==> config.mk <==
export PLATFORM = sky130hd
export DESIGN_NAME = sdram_port_arbiter
export DESIGN_NICKNAME = d
export VERILOG_FILES = /design/src/rtl/sdram_port_arbiter.sv
export SDC_FILE = /design/constraint.sdc
export NUM_CORES = 1
export LEC_CHECK = 0
export ABC_CLOCK_PERIOD_IN_PS = 2600
export CAP_MARGIN = 40
export CORE_AREA = 2 2 104 106
export CTS_CLUSTER_DIAMETER = 50
export CTS_CLUSTER_SIZE = 25
export DETAILED_ROUTE_END_ITERATION = 7
export DIE_AREA = 0 0 106 108
export HOLD_SLACK_MARGIN = 0.06
export PLACE_DENSITY = 0.65
export SYNTH_ARGS = -nofsm -noshare
export SYNTH_HDL_FRONTEND = slang
export SYNTH_SLANG_ARGS = --single-unit
==> constraint.sdc <==
create_clock -name clk -period 2.6 [get_ports clk]
set_input_delay 0.26 -clock clk [delete_from_list [all_inputs] [get_ports clk]]
set_output_delay 0.26 -clock clk [all_outputs]
set_load 0.03 [all_outputs]
==> src/rtl/sdram_port_arbiter.sv <==
// sdram_port_arbiter
//   Shares one SDRAM controller Avalon-MM slave port among NUM_MASTERS
//   masters. One transfer in flight at a time, round-robin arbitration with
//   optional fixed priority for master 0. Reads that never return data are
//   terminated after TIMEOUT cycles with zero data and a sticky error flag.
//
// Ports
//   clk, reset          system clock, synchronous active-high reset
//   m_read/m_write      per-master requests
//   m_address/..data/..byteenable  packed per-master command fields
//   m_waitrequest       per-master stall
//   m_readdata          shared read data bus
//   m_readdatavalid     per-master read data strobe
//   s_*                 toward the SDRAM controller s1 port
//   busy                FSM not idle
//   timeout_err         sticky read-timeout flag
//
// state     | meaning
// ----------+--------------------------------------------------------
// IDLE      | arbitrate among pending requests, register the grant
// ISSUE     | command of granted master driven onto the slave port
// WAIT_DATA | read accepted, waiting for s_readdatavalid or timeout

module sdram_port_arbiter #(
   parameter int NUM_MASTERS = 4,
   parameter int ADDR_W      = 25,
   parameter int DATA_W      = 16,
   parameter int PRIO0       = 1,
   parameter int TIMEOUT     = 1023
) (
   input  logic                          clk,
   input  logic                          reset,
   input  logic [NUM_MASTERS-1:0]        m_read,
   input  logic [NUM_MASTERS-1:0]        m_write,
   input  logic [NUM_MASTERS*ADDR_W-1:0] m_address,
   input  logic [NUM_MASTERS*DATA_W-1:0] m_writedata,
   input  logic [NUM_MASTERS*(DATA_W/8)-1:0] m_byteenable,
   output logic [NUM_MASTERS-1:0]        m_waitrequest,
   output logic [DATA_W-1:0]             m_readdata,
   output logic [NUM_MASTERS-1:0]        m_readdatavalid,
   output logic [ADDR_W-1:0]             s_address,
   output logic                          s_read,
   output logic                          s_write,
   output logic [DATA_W-1:0]             s_writedata,
   output logic [DATA_W/8-1:0]           s_byteenable,
   input  logic                          s_waitrequest,
   input  logic [DATA_W-1:0]             s_readdata,
   input  logic                          s_readdatavalid,
   output logic                          busy,
   output logic                          timeout_err
);

   localparam int GW   = (NUM_MASTERS > 1) ? $clog2(NUM_MASTERS) : 1;
   localparam int BE_W = DATA_W / 8;
   localparam int CW   = $clog2(TIMEOUT + 1);

   typedef enum logic [1:0] {
      IDLE      = 2'd0,
      ISSUE     = 2'd1,
      WAIT_DATA = 2'd2
   } state_t;

   state_t            state;
   state_t            state_nxt;
   logic [GW-1:0]     g;
   logic [GW-1:0]     rr;
   logic [CW-1:0]     cnt;
   logic [NUM_MASTERS-1:0] req;
   logic [GW-1:0]     rr_pick;
   logic [GW-1:0]     gnt_next;
   logic [GW-1:0]     rr_next;
   logic              cnt_tc;

   logic [ADDR_W-1:0] addr_a  [NUM_MASTERS];
   logic [DATA_W-1:0] wdata_a [NUM_MASTERS];
   logic [BE_W-1:0]   be_a    [NUM_MASTERS];

   for (genvar i = 0; i < NUM_MASTERS; i++) begin : g_unpack
      assign addr_a[i]  = m_address[i*ADDR_W +: ADDR_W];
      assign wdata_a[i] = m_writedata[i*DATA_W +: DATA_W];
      assign be_a[i]    = m_byteenable[i*BE_W +: BE_W];
   end

   assign req    = m_read | m_write;
   assign cnt_tc = (cnt == '0);

   // first requester at or after rr, wrapping
   always_comb begin
      logic [GW-1:0] cand;
      logic          found;
      cand    = '0;
      found   = 1'b0;
      rr_pick = rr;
      for (int i = 0; i < NUM_MASTERS; i++) begin
         cand = GW'((int'(rr) + i) % NUM_MASTERS);
         if (!found && req[cand]) begin
            found   = 1'b1;
            rr_pick = cand;
         end
      end
   end

   assign gnt_next = ((PRIO0 != 0) && req[0]) ? '0 : rr_pick;
   assign rr_next  = (gnt_next == GW'(NUM_MASTERS - 1)) ? '0 : gnt_next + GW'(1);

   always_ff @(posedge clk) begin
      if (reset) state <= IDLE;
      else       state <= state_nxt;
   end

   always_comb begin
      state_nxt = state;
      case (state)
         IDLE: begin
            if (|req) state_nxt = ISSUE;
         end
         ISSUE: begin
            // a master withdrawing mid-command is abandoned, nothing issued
            if (!req[g])             state_nxt = IDLE;
            else if (!s_waitrequest) state_nxt = m_read[g] ? WAIT_DATA : IDLE;
         end
         WAIT_DATA: begin
            if (s_readdatavalid || cnt_tc) state_nxt = IDLE;
         end
         default: state_nxt = IDLE;
      endcase
   end

   // timeout is a down-counter: loaded with TIMEOUT-1 while issuing so the
   // terminal count falls on the TIMEOUT-th cycle after acceptance
   always_ff @(posedge clk) begin
      if (reset) begin
         g           <= '0;
         rr          <= '0;
         cnt         <= '0;
         timeout_err <= 1'b0;
      end else begin
         if (state == IDLE && (|req)) begin
            g  <= gnt_next;
            rr <= rr_next;
         end
         if (state == ISSUE)
            cnt <= CW'(TIMEOUT - 1);
         else if (state == WAIT_DATA && !cnt_tc)
            cnt <= cnt - CW'(1);
         if (state == WAIT_DATA && !s_readdatavalid && cnt_tc)
            timeout_err <= 1'b1;
      end
   end

   always_comb begin
      s_read          = 1'b0;
      s_write         = 1'b0;
      s_address       = addr_a[g];
      s_writedata     = wdata_a[g];
      s_byteenable    = be_a[g];
      m_waitrequest   = '1;
      m_readdatavalid = '0;
      m_readdata      = s_readdata;
      case (state)
         ISSUE: begin
            s_read           = m_read[g];
            s_write          = m_write[g] & ~m_read[g];
            m_waitrequest[g] = s_waitrequest;
         end
         WAIT_DATA: begin
            if (s_readdatavalid || cnt_tc) m_readdatavalid[g] = 1'b1;
            if (!s_readdatavalid && cnt_tc) m_readdata = '0;
         end
         default: ;
      endcase
   end

   assign busy = (state != IDLE);

endmodule

## Word-level counts from Yosys, hierarchy flattened

Cells that the tools add are included.
W data, S select, Z words.

| word-level totals | value |
|---|---|
| word-level logic and storage cells | 100 |
| output and inout bits | 71 |
| bits of input ports | 200 |
| bits in registers | 17 |

| operators by class | value |
|---|---|
| equality and inequality tests | 6 |
| $add $sub $neg | 5 |
| order comparisons | 7 |
| bitwise gates (word level) | 6 |
| reductions and logical operators | 22 |
| mux-type cells | 48 |

Operator list:

| kind | number |
|---|---|
| $mux W16 | 4 |
| $bmux W25 S2 | 1 |
| $mux W25 | 2 |
| $bmux W16 S2 | 1 |
| $mux W2 | 12 |
| $mux W10 | 2 |
| $lt A2 B3 Y1 const B | 5 |
| $bmux W1 S2 | 7 |
| $mux W1 | 13 |
| $mux W4 | 3 |
| $logic_not A10 Y1 | 1 |
| $sub A10 B1 Y10 const B | 1 |
| $logic_and A1 B1 Y1 | 9 |
| $or A4 B4 Y4 | 2 |
| $pmux W2 S3 | 1 |
| $logic_not A1 Y1 | 5 |
| $add A2 B1 Y2 const B | 2 |
| $add A2 B2 Y2 const B | 2 |
| $bmux W2 S2 | 1 |
| $eq A2 B2 Y1 const B | 2 |
| $not A4 Y4 | 1 |
| $reduce_bool A2 Y1 | 2 |
| $reduce_or A4 Y1 | 1 |
| $ge A3 B3 Y1 const B | 1 |
| 13 further kinds | 13 |

## Depth between registers and ports, before layout

Gate-level depths: netlist of the first run.

| logic depth | value |
|---|---|
| depth after elaboration | 16 |
| gate-level depth with buffers | 8 |
| mapped depth without buffers | 7 |

## Least setup slack after synthesis of the first run

OpenSTA, ideal clock, no wires.

| path | value |
|---|---|
| kind | reg-to-output |
| from | register cnt[0] |
| to | output m_readdatavalid[2] |
| arrival | 2.344 ns |
| data required time | 2.340 ns |
| slack | -0.004 ns |
| path buffers | 0 |
| stages on the path, launching flop included | 7 |
| cell sequence | dfxtp_1 -> inv_1 -> ha_1 -> or3b_2 -> nor3_2 -> o21ai_0 -> nor3b_1 |

| between the ends | value |
|---|---|
| word-level cells in the longest chain between the ends | 4 |

RTL lines:

| item | line | RTL |
|---|---|---|
| start: declaration | 67 | `logic [CW-1:0] cnt;` |
| start signal: assignment | 143 | `cnt <= CW'(TIMEOUT - 1);` |
| start signal: assignment | 145 | `cnt <= cnt - CW'(1);` |
| $logic_not A10 Y1 | 85 | `assign cnt_tc = (cnt == '0);` |
| $logic_or A1 B1 Y1 | 167 | `if (s_readdatavalid \|\| cnt_tc) m_readdatavalid[g] = 1'b1;` |
| $mux W4 | 167 |  |
| $mux W4 | 160 | `case (state)` |
| end: declaration | 40 | `output logic [NUM_MASTERS-1:0] m_readdatavalid,` |

No other way between the ends.

## Final worst setup path of the first run

| path | value |
|---|---|
| from | register cnt[6] |
| to | output m_readdata[12] |

| between the ends | value |
|---|---|
| word-level cells in the longest chain between the ends | 4 |

RTL lines:

| item | line | RTL |
|---|---|---|
| $logic_not A10 Y1 | 85 |  |
| $logic_and A1 B1 Y1 | 168 | `if (!s_readdatavalid && cnt_tc) m_readdata = '0;` |
| $mux W16 | 168 |  |
| $mux W16 | 160 |  |
| end: declaration | 39 | `output logic [DATA_W-1:0] m_readdata,` |

No other way between the ends.

==> qor.txt, run 1 <==
Synth area leader: mux4_2
Synth top area share: 45.2%
Post-Layout Cell Count: 626
layout cells sized above 1: 21.8%
mapped cell area: 2290 um2
CTS tree: done
reg-to-reg startpoint: cnt[6]
Switching Fraction: 35.4%
initial antenna violation count: 0
Vias: 3013
Fin Clk Skew: 0.00278 ns
fin. max-slew vios: 0
gr usage total: 18.4%
R2R depth: 5
Core Footprint: 10200 um2
maximum VDD drop: 0.109 mV
Starting Density: 22.4%
die area: 11400 um2
worst-path fanout max: 7
WP data required: 2.34 ns
Worst Max-Slew Pin Slew: 0.409 ns
Total Wirelength: 11.5 mm
final hold vios: 0
status: complete, no violations
min Tclk post-route: 2.53 ns
clock sinks: 17
Flop pwr share: 21.0%
ranking of synthesized cells by area: mux4_2, dfxtp_1, and2_4
CP arrival: 2.27 ns
pin count of the biggest net entering global routing: 26
P_leak: 0.00188 uW
Setup TNS: 0 ns
Cells after Synth: 213
Detail Route Antenna Nets: 0
cts hold-fix bufs: 0
Max Root-Sink Buffers: 2
HPWL Detailed: 9.87 mm
Post-synth EDFFs: 0
Rel. slew slack: 72.5%
syn nets: 415
port buffer count: 270
Yosys warnings: 0
Critical Path End Type: primary output
Clk pwr share: 13.1%
RR Endpoint: timeout_err
Switch Pwr: 548 uW
top-count cell post-synth: mux4_2
Ports: 271
Max Cap Viol: 0
Hold Path Origin: timeout_err
Die X: 106 um
dpl cells: 618
Distinct cells, synth: 44
vias in the first global route: 3125
flop2flop setup slack: 0.66 ns
Routed wire per std cell: 18.4 um
GPL Wtd Cong: 0.826
clk root buf: clkbuf_8
#FFs+latches synth: 17
Clock transition at path regs: 0.07 ns
part of the Yosys area used for sequential elements: 14.9%
Hold EP: timeout_err
crit share post-route: 97.2%
first drt pass iteration count: 4
number of DRC markers in iteration 0: 119
asr flop ratio synth: 0%
crit path kind: flip-flop to primary output
Commonest cells post-synth: mux4_2, nor2_1, dfxtp_1, clkbuf_1
Post-synth top flop: dfxtp_1
GRT overflow: 0
count of final setup violators: 0
syn avg cell area: 10.7 um2
Max Fclk: 396 MHz
die height: 108 um
via/cell ratio: 4.81
P_int: 999 uW
Min-Delay Path Class: flip-flop to flip-flop
ant diodes: 0
Rows: 37
fillers: 934
pwr/cell area: 293 nW/um2
clk_lat worst skew: 0.25 ns
Hold Path Cell Cnt: 2
Layout Nets: 693
Area Growth Syn to Fin: 131%
Comb power frac: 65.8%
DRC: 0
total CTS buffers: 3
htree depth: 1
startpoint types: flip-flop
global-route wire length before repair: 16.4 mm
how the worst max path moves through the flow:
| stage | startpoint | to | slack [ns] |
|---|---|---|---|
| after floorplan | cnt[0] | m_readdatavalid[2] | -0.004 |
| after global placement | cnt[1] | m_readdata[10] | -0.002 |
| after detailed placement | cnt[1] | m_readdata[13] | -0.04 |
| after CTS | cnt[1] | m_readdata[11] | 0.003 |
| after global routing | cnt[1] | m_readdata[0] | -0.002 |
| final | cnt[6] | m_readdata[12] | 0.07 |
per-layer routing:
layer	routed length [um]	up-vias	global-route usage, %
li1	-	1423	-
met1	4070	1412	20.1
met2	6060	167	34.7
met3	1240	11	6.15
met4	132	0	3.38
met5	0	-	0
layout make-up:
class	count	area [um2]	share of cell area [%]
Inverter	6	22.5	0.426
Tap cell	136	170	3.22
Timing Repair Buffer	291	2850	53.9
Multi-Input combinational cell	172	1850	35.0
Clock buffer	4	45.0	0.852
Sequential cell	17	345	6.54
critical path: stages (launching register included):
cell           delay, ns
dfxtp_1             0.35
or4_4               0.57
or4_4               0.58
and2_4              0.18
dlygate4sd2_1       0.34
what timing repair did:
item	4_1_cts	5_1_grt
setup buffers	0	3
setup endpoints to repair	16	22
cloned	0	1
pin swaps	0	1
gates resized for setup	18	27
sequential cells by signal, indices dropped and copies added (netlist names):
| name | count |
|---|---|
| g | 2 |
| rr | 2 |
| timeout_err | 1 |
| state | 2 |
| cnt | 10 |
stage by stage:
step           worst slack [ns]  instance area [um2]  util [%]  power [uW]  hold slack, ns
2_1_floorplan          -0.00427                 2290         -         800           0.450
3_3_place_gp           -0.00179                 5260      51.4        1340           0.442
3_5_place_dp            -0.0378                 5260      51.4        1350           0.453
4_1_cts                 0.00275                 5290      51.7        1560           0.464
5_1_grt                -0.00196                 5280      51.6        1640           0.480
6_report                 0.0737                 5280      51.6        1550           0.460
kinds of logic (layout without fill, tap and decap cells):
group | Yosys count | after routing | share of synthesized area, %
simple gates | 82 | 83 | 21.4
mux | 47 | 47 | 45.7
compound gates | 40 | 40 | 12.0
buf+inv | 25 | 301 | 4.97
flops | 17 | 17 | 14.9
fa+ha+maj | 2 | 2 | 1.09
cells in the final DEF, fill, tap and decap left out, types with 4 or more instances in the layout:
master / netlist / layout
o41ai_1: 4 / 4
buf_4: 0 / 21
o21ai_0: 9 / 8
nand3_1: 6 / 6
dfxtp_1: 17 / 15
clkbuf_2: 0 / 12
a21oi_1: 6 / 6
and2_4: 9 / 9
buf_12: 0 / 5
or3_1: 4 / 4
nor2_1: 20 / 20
nand2_1: 6 / 6
nand3b_1: 6 / 6
clkdlybuf4s50_1: 0 / 248
and2_1: 9 / 9
a31oi_1: 4 / 4
mux4_2: 46 / 46
inv_1: 6 / 6
power groups by stage:
stage	Clock [uW]	Sequential, uW	Combinational, uW
finish	203	325	1020
global route	224	331	1080
CTS	212	329	1010
detailed placement	0	333	1020
global placement	0	330	1010
floorplan	0	318	482
Note: power is estimated with default switching activity, not from simulation.
==> run 2: changes to the inputs <==
- GPL_TIMING_DRIVEN: unset -> 0
==> run 2 against run 1 <==
Effect of this change: power fell by 0.12%; largest cell class unchanged; clock-buffer cell count unchanged; die area unchanged; global-route usage increased by 0.63 points; clock skew grew 0.00085 ns; hold slack got worse by 0.059 ns; critical endpoint is now m_readdata[13]; first-iteration DRC count grew 47%; routed wire length grew 2.7%; via count is 0.60% higher.
==> qor.txt, run 2 (synthesis gave the netlist of run 1 again) <==
Area Growth Syn to Fin: 128% (was 131%)
P_int: 985 uW (was 999 uW)
Core Footprint: 10200 um2 (unchanged)
first drt pass iteration count: 4 (unchanged)
Rows: 37 (unchanged)
via/cell ratio: 4.87 (was 4.81)
Vias: 3031 (was 3013)
global-route wire length before repair: 16.8 mm (was 16.4 mm)
HPWL Detailed: 10.3 mm (was 9.87 mm)
Buffers & Inverters on Critical Path: 3 (was 1)
port buffer count: 269 (was 270)
final instance area: 5230 um2 (was 5280 um2)
max incr delay on CP: 0.59 ns (was 0.58 ns)
layout cells sized above 1: 22.0% (was 21.8%)
maximum VDD drop: 0.132 mV (was 0.109 mV)
crit-path cells: or4_4, or4_4, buf_6, buf_6, and2_4, buf_2 (was or4_4, or4_4, and2_4, dlygate4sd2_1)
Clk pwr share: 13.4% (was 13.1%)
Slowest-stage cell, CP: or4_4 (unchanged)
placed inst area: 5150 um2 (was 5260 um2)
Max Cap Viol: 0 (unchanged)
htree depth: 1 (unchanged)
Ports: 271 (unchanged)
Die X: 106 um (unchanged)
die height: 108 um (unchanged)
initial antenna violation count: 0 (unchanged)
min Tclk post-route: 2.53 ns (about the same)
Detail Route Antenna Nets: 0 (unchanged)
Comb power frac: 65.1% (was 65.8%)
Worst Max-Slew Pin Slew: 0.635 ns (was 0.409 ns)
CP arrival: 2.27 ns (about the same)
WP data required: 2.34 ns (about the same)
Clock transition at path regs: 0.07 ns (about the same)
Starting Density: 22.4% (unchanged)
unrepaired setup endpoints after global routing: false
count of final setup violators: 0 (unchanged)
largest register by flop count: cnt (unchanged)
Max Fclk: 395 MHz (was 396 MHz)
die area: 11400 um2 (unchanged)
CTS tree: done (unchanged)
pin count of the biggest net entering global routing: 11 (was 26)
Flop pwr share: 21.5% (was 21.0%)
Switch Pwr: 560 uW (was 548 uW)
status: complete, no violations (unchanged)
clk root buf: clkbuf_8 (unchanged)
Layout Nets: 689 (was 693)
Critical Path End Type: primary output (unchanged)
gr usage total: 19.0% (was 18.4%)
max FFs per register: 10 (unchanged)
fin. max-slew vios: 0 (unchanged)
GRT overflow: 0 (unchanged)
DRC: 0 (unchanged)
clk_lat worst skew: 0.26 ns (was 0.25 ns)
Switching Fraction: 36.3% (was 35.4%)
P_leak: 0.00186 uW (was 0.00188 uW)
pwr/cell area: 296 nW/um2 (was 293 nW/um2)
clock sinks: 17 (unchanged)
most frequent cells in the layout: clkdlybuf4s50_1, mux4_2, nor2_1, dfxtp_1, buf_2 (was clkdlybuf4s50_1, mux4_2, buf_4, nor2_1, dfxtp_1)
vias in the first global route: 3068 (was 3125)
Fin Clk Skew: 0.00363 ns (was 0.00278 ns)
commonest non-fill, non-tap cell in the layout: clkdlybuf4s50_1 (unchanged)
Util after Layout: 51.1% (was 51.6%)
total CTS buffers: 3 (unchanged)
GPL Wtd Cong: 0.840 (was 0.826)
crit path kind: flip-flop to primary output (unchanged)
Overall Power: 1550 uW (about the same)
final hold vios: 0 (unchanged)
cts hold-fix bufs: 0 (unchanged)
worst-path fanout max: 10 (was 7)
Rel. slew slack: 57.3% (was 72.5%)
fillers: 921 (was 934)
Min-Delay Path Class: input pin to flip-flop (was flip-flop to flip-flop)
Max Root-Sink Buffers: 2 (unchanged)
Total Wirelength: 11.8 mm (was 11.5 mm)
number of DRC markers in iteration 0: 175 (was 119)
ant diodes: 0 (unchanged)
Routed wire per std cell: 19.0 um (was 18.4 um)
cell family with most CP delay: simple AND/OR/NAND/NOR gates (unchanged)
startpoint types: flip-flop (unchanged)
crit share post-route: 97.5% (was 97.2%)
run 2: timing repair:
action / CTS / global route
resized for setup: 88 / 24
setup buffers: 1 / 1
pin swaps: 1 / 1
setup endpoints to repair: 63 / 43
cloned: 0 / 0
run 2: worst reg2reg max path: stages, from the launching register on:
cell and delay (ns):
dfxtp_1 0.38, nor4_1 0.61, o2111ai_1 0.30, or3_1 0.37, a31oi_1 0.17
run 2: worst paths after layout:
path | depth (start not counted) | to | slack (ns) | from
setup reg to reg | 4 | cnt[9] | 0.70 | cnt[2]
hold reg to reg | 2 | timeout_err | 0.46 | timeout_err
setup / recovery | 6 | m_readdata[13] | 0.07 | cnt[9]
hold / removal | 2 | cnt[2] | 0.40 | reset
run 2: layout make-up:
| type | count | area (um2) | area share, % |
|---|---|---|---|
| Timing Repair Buffer | 271 | 2670 | 51.1 |
| Multi-Input combinational cell | 171 | 1870 | 35.8 |
| Sequential cell | 17 | 345 | 6.61 |
| Tap cell | 136 | 170 | 3.26 |
| Buffer | 17 | 101 | 1.94 |
| Clock buffer | 4 | 45.0 | 0.862 |
| Inverter | 6 | 22.5 | 0.431 |
run 2: per-layer routing:
layer  GRT usage (%)  part of all wire (%)  vias up
li1                -                     -     1412
met1            21.6                    37     1438
met2            35.0                    52      169
met3            6.27                   9.7       12
met4            3.67                   1.3        0
met5               0                     0        -
run 2: power by group through the flow:
stage               logic [uW]  registers, uW  clock network, uW
CTS                        996            330                209
finish                    1010            332                207
detailed placement         994            328                  0
global route              1060            338                225
floorplan                  482            318                  0
global placement           982            325                  0
run 2: through the flow:
stage	hold WS [ns]	worst slack [ns]	std cells	TNS, ns
after floorplan	0.450	-0.00427	213	-0.00427
after global placement	0.443	-0.388	618	-7.71
after detailed placement	0.451	-0.456	618	-7.39
after CTS	0.403	-0.0203	621	-0.133
after global routing	0.431	0.000779	622	0
final	0.401	0.0652	622	0
